[config.mk]
export PLATFORM = sky130hd
export DESIGN_NAME = stopwatch_uart_fmt_flat
export DESIGN_NICKNAME = d
export VERILOG_FILES = /design/src/rtl/stopwatch_uart_fmt_if.sv /design/src/rtl/stopwatch_uart_fmt.sv /design/src/flat_wrapper.sv
export SDC_FILE = /design/constraint.sdc
export NUM_CORES = 1
export LEC_CHECK = 0
export CORE_MARGIN = 3
export CORE_UTILIZATION = 60
export DETAILED_ROUTE_END_ITERATION = 10
export HOLD_SLACK_MARGIN = 0.06
export PLACE_DENSITY_LB_ADDON = 0.25
export SLEW_MARGIN = 20
export SYNTH_ARGS = -nofsm -noshare
export SYNTH_HDL_FRONTEND = slang
export SYNTH_SLANG_ARGS = --single-unit
[constraint.sdc]
create_clock -name clk -period 7.9 [get_ports clk]
set_clock_uncertainty 0.15 [all_clocks]
set_input_delay 0.79 -clock clk [delete_from_list [all_inputs] [get_ports clk]]
set_output_delay 0.79 -clock clk [all_outputs]
set_load 0.005 [all_outputs]
[src/rtl/stopwatch_uart_fmt_if.sv]
// stopwatch_uart_fmt_if: valid/ready byte stream toward the UART transmitter
interface stopwatch_uart_fmt_if;
  logic [7:0] o_tx_data;
  logic o_tx_valid;
  logic i_tx_ready;
  modport master(output o_tx_data, output o_tx_valid, input i_tx_ready);
  modport slave(input o_tx_data, input o_tx_valid, output i_tx_ready);
endinterface

[src/rtl/stopwatch_uart_fmt.sv]
// stopwatch_uart_fmt: snapshots stopwatch time on i_req and streams "HH:MM:SS.CC\r\n" over tx (FMT_RUN_FLAG_EN adds an "R "/"S " prefix)
module stopwatch_uart_fmt #(
  parameter int FRAME_LEN = 13
) (
  input logic clk,
  input logic rst,
  input logic [6:0] i_msec,
  input logic [5:0] i_sec,
  input logic [5:0] i_min,
  input logic [4:0] i_hour,
  input logic i_is_running,
  input logic i_req,
  stopwatch_uart_fmt_if.master tx,
  output logic o_busy,
  output logic o_done
);
`ifdef FMT_RUN_FLAG_EN
  localparam int N = FRAME_LEN + 2;
`else
  localparam int N = FRAME_LEN;
`endif
  typedef enum logic {IDLE, SEND} state_t;
  state_t state;
  logic [3:0] idx, nidx;
  logic [7:0][3:0] dig, dn, nd;
  logic [6:0] cs;
  logic [7:0] next_byte;
  function automatic logic [7:0] body_byte(input logic [3:0] j, input logic [7:0][3:0] d);
    case (j)
      4'd0: return {4'h3, d[7]};
      4'd1: return {4'h3, d[6]};
      4'd2: return 8'h3A;
      4'd3: return {4'h3, d[5]};
      4'd4: return {4'h3, d[4]};
      4'd5: return 8'h3A;
      4'd6: return {4'h3, d[3]};
      4'd7: return {4'h3, d[2]};
      4'd8: return 8'h2E;
      4'd9: return {4'h3, d[1]};
      4'd10: return {4'h3, d[0]};
      4'd11: return 8'h0D;
      default: return 8'h0A;
    endcase
  endfunction
  assign cs = i_msec > 7'd99 ? 7'd99 : i_msec;
  assign dn = {4'(i_hour / 5'd10), 4'(i_hour % 5'd10), 4'(i_min / 6'd10), 4'(i_min % 6'd10),
               4'(i_sec / 6'd10), 4'(i_sec % 6'd10), 4'(cs / 7'd10), 4'(cs % 7'd10)};
  assign nidx = state == IDLE ? 4'd0 : idx + 4'd1;
  assign nd = state == IDLE ? dn : dig;
`ifdef FMT_RUN_FLAG_EN
  logic run_q, nrun;
  assign nrun = state == IDLE ? i_is_running : run_q;
  assign next_byte = nidx == 4'd0 ? (nrun ? 8'h52 : 8'h53) : nidx == 4'd1 ? 8'h20 : body_byte(nidx - 4'd2, nd);
`else
  logic unused_run;
  assign unused_run = i_is_running;
  assign next_byte = body_byte(nidx, nd);
`endif
  assign o_busy = tx.o_tx_valid;
  always_ff @(posedge clk) begin
    if (!rst) begin
      state <= IDLE;
      idx <= '0;
      dig <= '0;
`ifdef FMT_RUN_FLAG_EN
      run_q <= 1'b0;
`endif
      tx.o_tx_data <= 8'h00;
      tx.o_tx_valid <= 1'b0;
      o_done <= 1'b0;
    end else begin
      o_done <= 1'b0;
      if (state == IDLE) begin
        if (i_req) begin
          state <= SEND;
          idx <= nidx;
          dig <= dn;
`ifdef FMT_RUN_FLAG_EN
          run_q <= i_is_running;
`endif
          tx.o_tx_data <= next_byte;
          tx.o_tx_valid <= 1'b1;
        end
      end else if (tx.i_tx_ready) begin
        if (idx == 4'(N - 1)) begin
          state <= IDLE;
          idx <= '0;
          tx.o_tx_data <= 8'h00;
          tx.o_tx_valid <= 1'b0;
          o_done <= 1'b1;
        end else begin
          idx <= nidx;
          tx.o_tx_data <= next_byte;
        end
      end
    end
  end
endmodule

[src/flat_wrapper.sv]
// flat-port wrapper written by rule: the top's interface ports become plain ports
module stopwatch_uart_fmt_flat 
#(
  parameter int FRAME_LEN = 13
)
  (clk, rst, i_msec, i_sec, i_min, i_hour, i_is_running, i_req, o_busy, o_done, tx_o_tx_data, tx_o_tx_valid, tx_i_tx_ready);
  stopwatch_uart_fmt_if tx_i ();
  input logic clk;
  input logic rst;
  input logic [6:0] i_msec;
  input logic [5:0] i_sec;
  input logic [5:0] i_min;
  input logic [4:0] i_hour;
  input logic i_is_running;
  input logic i_req;
  output logic o_busy;
  output logic o_done;
  output wire logic [$bits(tx_i.o_tx_data)-1:0] tx_o_tx_data;
  output wire logic [$bits(tx_i.o_tx_valid)-1:0] tx_o_tx_valid;
  input wire logic [$bits(tx_i.i_tx_ready)-1:0] tx_i_tx_ready;
  assign tx_o_tx_data = tx_i.o_tx_data;
  assign tx_o_tx_valid = tx_i.o_tx_valid;
  assign tx_i.i_tx_ready = tx_i_tx_ready;
  stopwatch_uart_fmt #(.FRAME_LEN(FRAME_LEN)) u_core (.clk(clk), .rst(rst), .i_msec(i_msec), .i_sec(i_sec), .i_min(i_min), .i_hour(i_hour), .i_is_running(i_is_running), .i_req(i_req), .tx(tx_i), .o_busy(o_busy), .o_done(o_done));
endmodule
# Word level (Yosys, flattened, before mapping)
# Index checks and enable logic that the tools add are counted.
[classes]
add_sub_neg = 1
div = 8
order_cmp = 1
eq_ne = 14
muxes = 21
n_bitwise = 1
n_reduce_logical = 7
[ops]
columns = ["cell", "n"]
rows = [
  ["6-bit case mux with 11 select lines", 1],
  ["32-bit 2-to-1 mux", 1],
  ["8-bit 2-to-1 mux", 3],
  ["4-bit == test (second input constant)", 5],
  ["4-bit 2-to-1 mux", 5],
  ["4-bit by 3-bit == test with 1-bit output (second input constant)", 4],
  ["6-bit by 4-bit divider with 6-bit output (second input constant)", 2],
  ["6-bit by 4-bit remainder unit with 6-bit output (second input constant)", 2],
  ["1-bit 2-to-1 mux", 9],
  ["4-bit by 2-bit == test with 1-bit output (second input constant)", 2],
  ["7-bit by 4-bit divider with 7-bit output (second input constant)", 1],
  ["7-bit > comparator (second input constant)", 1],
  ["7-bit by 4-bit remainder unit with 7-bit output (second input constant)", 1],
  ["7-bit 2-to-1 mux", 1],
  ["6-bit 2-to-1 mux", 1],
  ["3-bit AND reduction", 2],
  ["5-bit by 4-bit divider with 5-bit output (second input constant)", 1],
  ["5-bit by 4-bit remainder unit with 5-bit output (second input constant)", 1],
  ["4-bit by 1-bit adder with 4-bit output (second input constant)", 1],
  ["4-bit by 1-bit == test with 1-bit output (second input constant)", 1],
  ["4-bit zero test", 1],
  ["2-bit inequality test (second input constant)", 2],
  ["2-bit AND reduction", 2],
  ["2-bit nonzero test", 1],
  ["other kinds (2)", 2],
]
[totals]
register_bits = 47
inputBits = 29
output_inout_bits = 11
wordCells = 66

# Logic depth before layout (Yosys ltp)
[depth]
depth_word = 8
depth_mapped = 22
ltp_nobuf = 19

# Least setup slack after synthesis
# OpenSTA, ideal clock, no wires.
[synth_timing]
path_kind = "in2reg"
startpoint = "in i_msec[5]"
endpoint = "reg u_core.dig[1] (netlist bit)"
setup_ns = 0.074
arrival_time_ns = 4.611
required_ns = 7.676
setup_slack_ns = 3.065
stages = 22
n_path_buf = 4
path_cell_list = "buf_6 buf_2 a21oi_1 ha_1 buf_2 and4b_1 nor3_1 inv_1 ha_1 buf_4 o2bb2ai_1 a22oi_1 a21boi_0 o31ai_1 nor2_1 nor2_1 ha_1 nand3_1 or4_1 and4b_1 or3_1 a31oi_1"
[synth_via]
elab_chain_len = 3
[synth_rtl]
columns = ["item", "line_no", "source"]
rows = [
  ["start: declaration", "flat_wrapper.sv:10", "input logic [6:0] i_msec;"],
  ["7-bit > comparator", "stopwatch_uart_fmt.sv:45", "assign cs = i_msec > 7'd99 ? 7'd99 : i_msec;"],
  ["7-bit 2-to-1 mux *", "stopwatch_uart_fmt.sv:45", ""],
  ["7-bit by 4-bit remainder unit with 7-bit output *", "stopwatch_uart_fmt.sv:47", "4'(i_sec / 6'd10), 4'(i_sec % 6'd10), 4'(cs / 7'd10), 4'(cs % 7'd10)};"],
  ["end signal: assignment", "stopwatch_uart_fmt.sv:77", "dig <= dn;"],
  ["end: declaration", "stopwatch_uart_fmt.sv:25", "logic [7:0][3:0] dig, dn, nd;"],
]
# Mark *: on every way between the ends. The rest lies on a longest branch, timed or not.
# A chain may end at the register's enable or synchronous reset.

# Worst setup path after layout
# Same ends and word-level chain as after synthesis.

==> out/metrics.cfg <==
[run]
maxCapViolations=0

[finish]
fin_nets=497
layout-drive-gt1-share=0.0457
diodes=0
syn_to_final_growth_pct=12.7

[yosys]
synth_most_common_cell=nor2_1
avgSynthCellArea_sq_um=7.13
seq_area_frac_synth=0.255
synth.area.top_cells=dfxtp_1 25%, a21oi_1 6.4%, nor2_1 6.3%
yosysTopAreaCell=dfxtp_1
synth-adder-area-share=0.0412
synth_area_sq_um=3220
ys_types=65
synth-compound-area-share=0.302
synth_edf_count=0
synth_xor_area_frac=0.0217
yosys.area_share.simple=0.270
synth_top_family_by_area=compound AO/OA/AOI/OAI gates
async_flop_share=0
synth_common_cells=54 x nor2_1, 48 x nand2_1, 41 x a21oi_1, 41 x dfxtp_1, 26 x o21ai_0
syn_inst=452
synth_ff_type=dfxtp_1
netlist.area_leader.share=0.255
ys_warn_count=0
synth-seq-cells=41
synthMuxAreaShare=0.0280

[power]
leakage_nw=1.34
ir_drop_mv=0.0865
p_per_area_nw_per_um2=163

[floorplan]
dieArea_sq_um=6290
start_util=0.627
rows=26
fp.dieW_um=79.3
io_pins=40
core_region_area_sq_um=5140
die_h_um=79.3

[timing]
fmax_mhz=174
whs_ns=0.309
period_share=0.729
slew_viol_final=0
setup_viol=0
tns_ns=0
hold_viol=0
slew_headroom=0.337
rsz0062_at_grt=false
tightest_slew_ns=0.995
min_period_ns=5.76
setup_slack_ns=2.14

[worst_setup_path]
reg2reg_from=u_core.idx[0]
crit_fanout=18
cp-start-kind=primary input
critPathCaptureType=flop
path_cells=clkdlybuf4s50_1 > a21oi_1 > ha_1 > and4b_1 > nor3_1 > inv_1 > ha_1 > o2bb2ai_1 > a22oi_1 > a21boi_0 > o31ai_1 > nor2_1 > nor2_1 > ha_1 > nand3_1 > or4_1 > and4b_1 > or3_1 > a31oi_1
worst_path_largest_cell_delay_ns=0.87
critical_path_class=primary input to flop
slowest_stage=clkdlybuf4s50_1
worstSetupStartpoint=i_msec[5]
worstPathArrival_ns=5.84
worstRegToRegCells=8
cp_common_cell=ha_1
required_ns=7.98

[routing]
ant_nets=0
drcViolationCount=0
viasPerCell=6.16
wl_mm=7.73
drt_iter0_markers=316
dr.pass1.iters=5
vias=3263
wl_per_cell_um=14.6

[min_path]
min_from=u_core.tx.o_tx_data[2]
hold_path_class=flop to flop
hold_depth=2

[clock_tree]
cts-root-buf=clkbuf_8
cts_hold_buf=0
cts_buffer_depth=2
numCtsBuffers=5
path_clk_slew_ns=0.08
cts_tree=done
post_cts.repair.setup_buffers=0
cts_resized=0
clkLatencyLatePin_ns=0.30
clock-sinks=41
cts.htree.levels=2

[global_route]
grtUsageTotal=0.258
top_usage_layer=met2
overflow=0
grt_pass1_vias=2956
antenna_found_initial=0
grt_max_degree=38
grt_pass1_wl_mm=13.4
grt_use_met3=0.0374
use_met2=0.431
met1_usage=0.343

[placement]
finalWeightedCongestion=0.967
dp_hpwl_mm=5.66
dp_slack_ns=1.89
io_buffers=36

[run_status]
status=complete, no violations

-- metal layers --
metal  part of all wire  up-vias  wire length [um]
li1                   -     1637                 -
met1               0.45     1492              3500
met2               0.48      122              3710
met3              0.051       12               395
met4              0.017        0               132
met5                  0        -                 0
-- where the power goes --
group	internal, W	leakage (nW)	total, W	switching (W)
combinational	0.0000663	0.929	0.000153	0.0000868
clock	0.000127	0.0687	0.000205	0.0000782
sequential	0.000221	0.337	0.000233	0.0000116
total	0.000414	1.34	0.000591	0.000177
-- sequential cells by signal, summed over array words and instances, names as in the netlist --
| signal | count |
|---|---|
| u_core.dig | 28 |
| u_core.idx | 4 |
| u_core.o_busy | 1 |
| u_core.o_done | 1 |
| u_core.state | 1 |
| u_core.tx.o_tx_data | 6 |
-- logic make-up after synthesis --
| family | after synthesis |
|---|---|
| flip-flops | 41 |
| multiplexers | 9 |
| adder cells (fa/ha/maj) | 11 |
| buffers and inverters | 58 |
| XOR/XNOR | 8 |
| AO/OA/AOI/OAI | 147 |
| AND/OR/NAND/NOR | 177 |
| other | 1 |
-- final timing paths --
check                           end  slack [ns]
max                   u_core.dig[1]        2.14
min          u_core.tx.o_tx_data[2]        0.31
max reg2reg  u_core.tx.o_tx_data[3]        4.57
min reg2reg  u_core.tx.o_tx_data[2]        0.31
-- cells in the final DEF (no fill, tap or decap), types with 5 or more instances in the layout --
master and n:
a211oi_1 13, a21oi_1 41, a22oi_1 6, a31oi_1 11, clkbuf_8 5, clkdlybuf4s50_1 36
dfxtp_1 41, ha_1 9, inv_1 20, mux2i_1 9, nand2_1 48, nand2b_1 10
nand3_1 15, nor2_1 54, nor2b_1 6, nor3_1 14, nor3b_1 5, o21ai_0 26
-- critical path: cells and delay by family --
| kind | cells | cell delay [ns] |
|---|---|---|
| and+or+nand+nor | 8 | 1.91 |
| AOI/OAI and AO/OA | 6 | 1.32 |
| buffers and inverters | 2 | 0.96 |
| adders and majority gates | 3 | 0.86 |
-- cell type report --
type	count	area, sq um
Inverter	20	75.1
Sequential cell	41	821
Timing Repair Buffer	37	368
Multi-Input combinational cell	354	2140
Clock inverter	3	68.8
Tap cell	70	87.6
Fill cell	469	1510
Clock buffer	5	68.8
-- stage by stage --
| stage | area (sq um) | total power, W | util | cells |
|---|---|---|---|---|
| finish | 3630 | 0.000591 | 0.707 | 530 |
| global placement | 3490 | 0.000383 | 0.680 | 522 |
| CTS | 3630 | 0.000591 | 0.707 | 530 |
| detailed placement | 3490 | 0.000388 | 0.680 | 522 |
| global route | 3630 | 0.000620 | 0.707 | 530 |
| floorplan | 3230 | 0.000346 | - | 453 |
No activity file was read; power rests on OpenSTA's default activity.
==> RTL edit: new RTL, config.mk and constraints unchanged <==
Add a define of `FMT_RUN_FLAG_EN`.
--- a/src/rtl/stopwatch_uart_fmt.sv
+++ b/src/rtl/stopwatch_uart_fmt.sv
@@ -1,2 +1,4 @@
 // stopwatch_uart_fmt: snapshots stopwatch time on i_req and streams "HH:MM:SS.CC\r\n" over tx (FMT_RUN_FLAG_EN adds an "R "/"S " prefix)
+`define FMT_RUN_FLAG_EN
+
 module stopwatch_uart_fmt #(
Check against the original RTL: not equivalent (a bounded check fails within 4 cycles, from zero or initial values and one cycle with rst low).
==> RTL edit against the original RTL <==
Maximum frequency rose by 2.6%; total power fell by 0.92%; synthesized area rose by 5.7%; largest cell class unchanged; global-route usage rose by 0.87 points; sequential cell count rose by 2; cell area rose by 6.6%; critical endpoint unchanged; routed wire length rose by 9.7%; worst setup slack improved by 0.15 ns.
==> RTL edit: results (changes against the original RTL) <==
status=completed; share of cells above drive strength 1=5.53% (+0.97 points); gp weighted congestion=0.939 (-2.8%); post-synthesis sequential area ratio=25.3% (-0.20 points); global-route usage over all layers=26.7% (+0.87 points); Post-DP HPWL=6190 um (+9.3%); post-synthesis adder-cell area fraction=4.26% (+0.15 points); final wirelength=8480 um (+9.7%); switching pwr=178 uW (+0.55%); initial DRC count=309 (-2.2%); Area growth syn-to-layout=13.7%; WP data arrival=5.63 ns (-0.21 ns); Area contributors post-synth=dfxtp_1 25%, nand2_1 7.6%, a21oi_1 5.6%; total number of vias=3,501 (+7.3%); slew of the pin with the lowest slew margin=0.846 ns (-0.149 ns); first-pass GRT wire length=14,200 um (+5.7%); Setup WS pre-CTS=2.06 ns (+0.176 ns); Max VDD drop=0.000130 V (+51%); compound-gate portion of the synthesized area=32.3% (+2.1 points); fillcell total=422 (-10%); number of port buffers=38 (+5.6%); largest net degree at the start of global routing=45 (+18%); Synth top area share=25.3% (-0.20 points); Largest regs=u_core.dig (28), u_core.tx.o_tx_data (7), u_core.idx (4); final net count=526 (+5.8%); multiplexer share of the synthesized area=1.58% (-1.2 points); Max FO, Critical Path=19 (+1); vias in the first global route=3,104 (+5.0%)
[RTL edit: cell types whose count changed after synthesis, moves of 9 or more]
cell / before / now
a211oi_1: 13 / 3
nand2_1: 48 / 69
nor2_1: 54 / 31
o211a_1: 0 / 9
o21ai_0: 26 / 38
[RTL edit: cell type report]
class / count / area share [%]
Clock buffer: 6 / 2.13
Clock inverter: 2 / 0.904
Inverter: 16 / 1.55
Multi-Input combinational cell: 379 / 60.3
Sequential cell: 43 / 22.2
Tap cell: 70 / 2.26
Timing Repair Buffer: 42 / 10.6
[RTL edit: logic make-up after synthesis]
| family | count (synthesis) |
|---|---|
| and+or+nand+nor | 188 |
| AOI/OAI and AO/OA | 161 |
| buffers and inverters | 48 |
| adders and majority gates | 12 |
| other | 1 |
| DFF | 43 |
| xor gates and xnor gates | 12 |
| muxes | 5 |
[RTL edit: stage by stage]
stage	cells	power, mW
after floorplan	470	0.360
final	558	0.586
after detailed placement	550	0.410
after CTS	558	0.583
after global routing	558	0.617
after global placement	550	0.406
[RTL edit: worst reg2reg max path: stages (launching register included)]
cell and delay (ns):
dfxtp_1 0.63, inv_1 0.12, ha_1 0.45, nand2b_1 0.26, ha_1 0.31, xnor2_2 0.50, mux2_2 0.43, a32o_1 0.22
o311a_1 0.34, o21bai_1 0.15
[RTL edit: power groups by stage]
stage          Combinational [mW]  Clock [mW]  Sequential (mW)
2_1_floorplan               0.118           0            0.243
3_3_place_gp                0.160           0            0.246
3_5_place_dp                0.163           0            0.246
4_1_cts                     0.164       0.178            0.241
5_1_grt                     0.185       0.188            0.243
6_report                    0.166       0.178            0.242
[RTL edit: per-layer routing]
| metal | global-route usage, % | vias up | share of wire, % |
|---|---|---|---|
| met5 | 0 | - | 0 |
| met4 | 8.78 | 0 | 2.1 |
| met3 | 4.43 | 19 | 6.0 |
| met2 | 44.1 | 127 | 47 |
| met1 | 35.2 | 1614 | 45 |
| li1 | - | 1741 | - |
[RTL edit: worst paths after layout]
| path | to | start | depth (start not counted) | slack, ns |
|---|---|---|---|---|
| setup / recovery | u_core.dig[1]$_SDFFE_PN0P_ | i_msec[6] | 19 | 2.29 |
| hold / removal | u_core.tx.o_tx_data[5]$_SDFFE_PN0P_ | u_core.tx.o_tx_data[5]$_SDFFE_PN0P_ | 2 | 0.31 |
| hold reg to reg | u_core.tx.o_tx_data[5]$_SDFFE_PN0P_ | u_core.tx.o_tx_data[5]$_SDFFE_PN0P_ | 2 | 0.31 |
| setup reg to reg | u_core.tx.o_tx_data[1]$_SDFFE_PN0P_ | u_core.idx[0]$_SDFFE_PN0P_ | 9 | 4.22 |
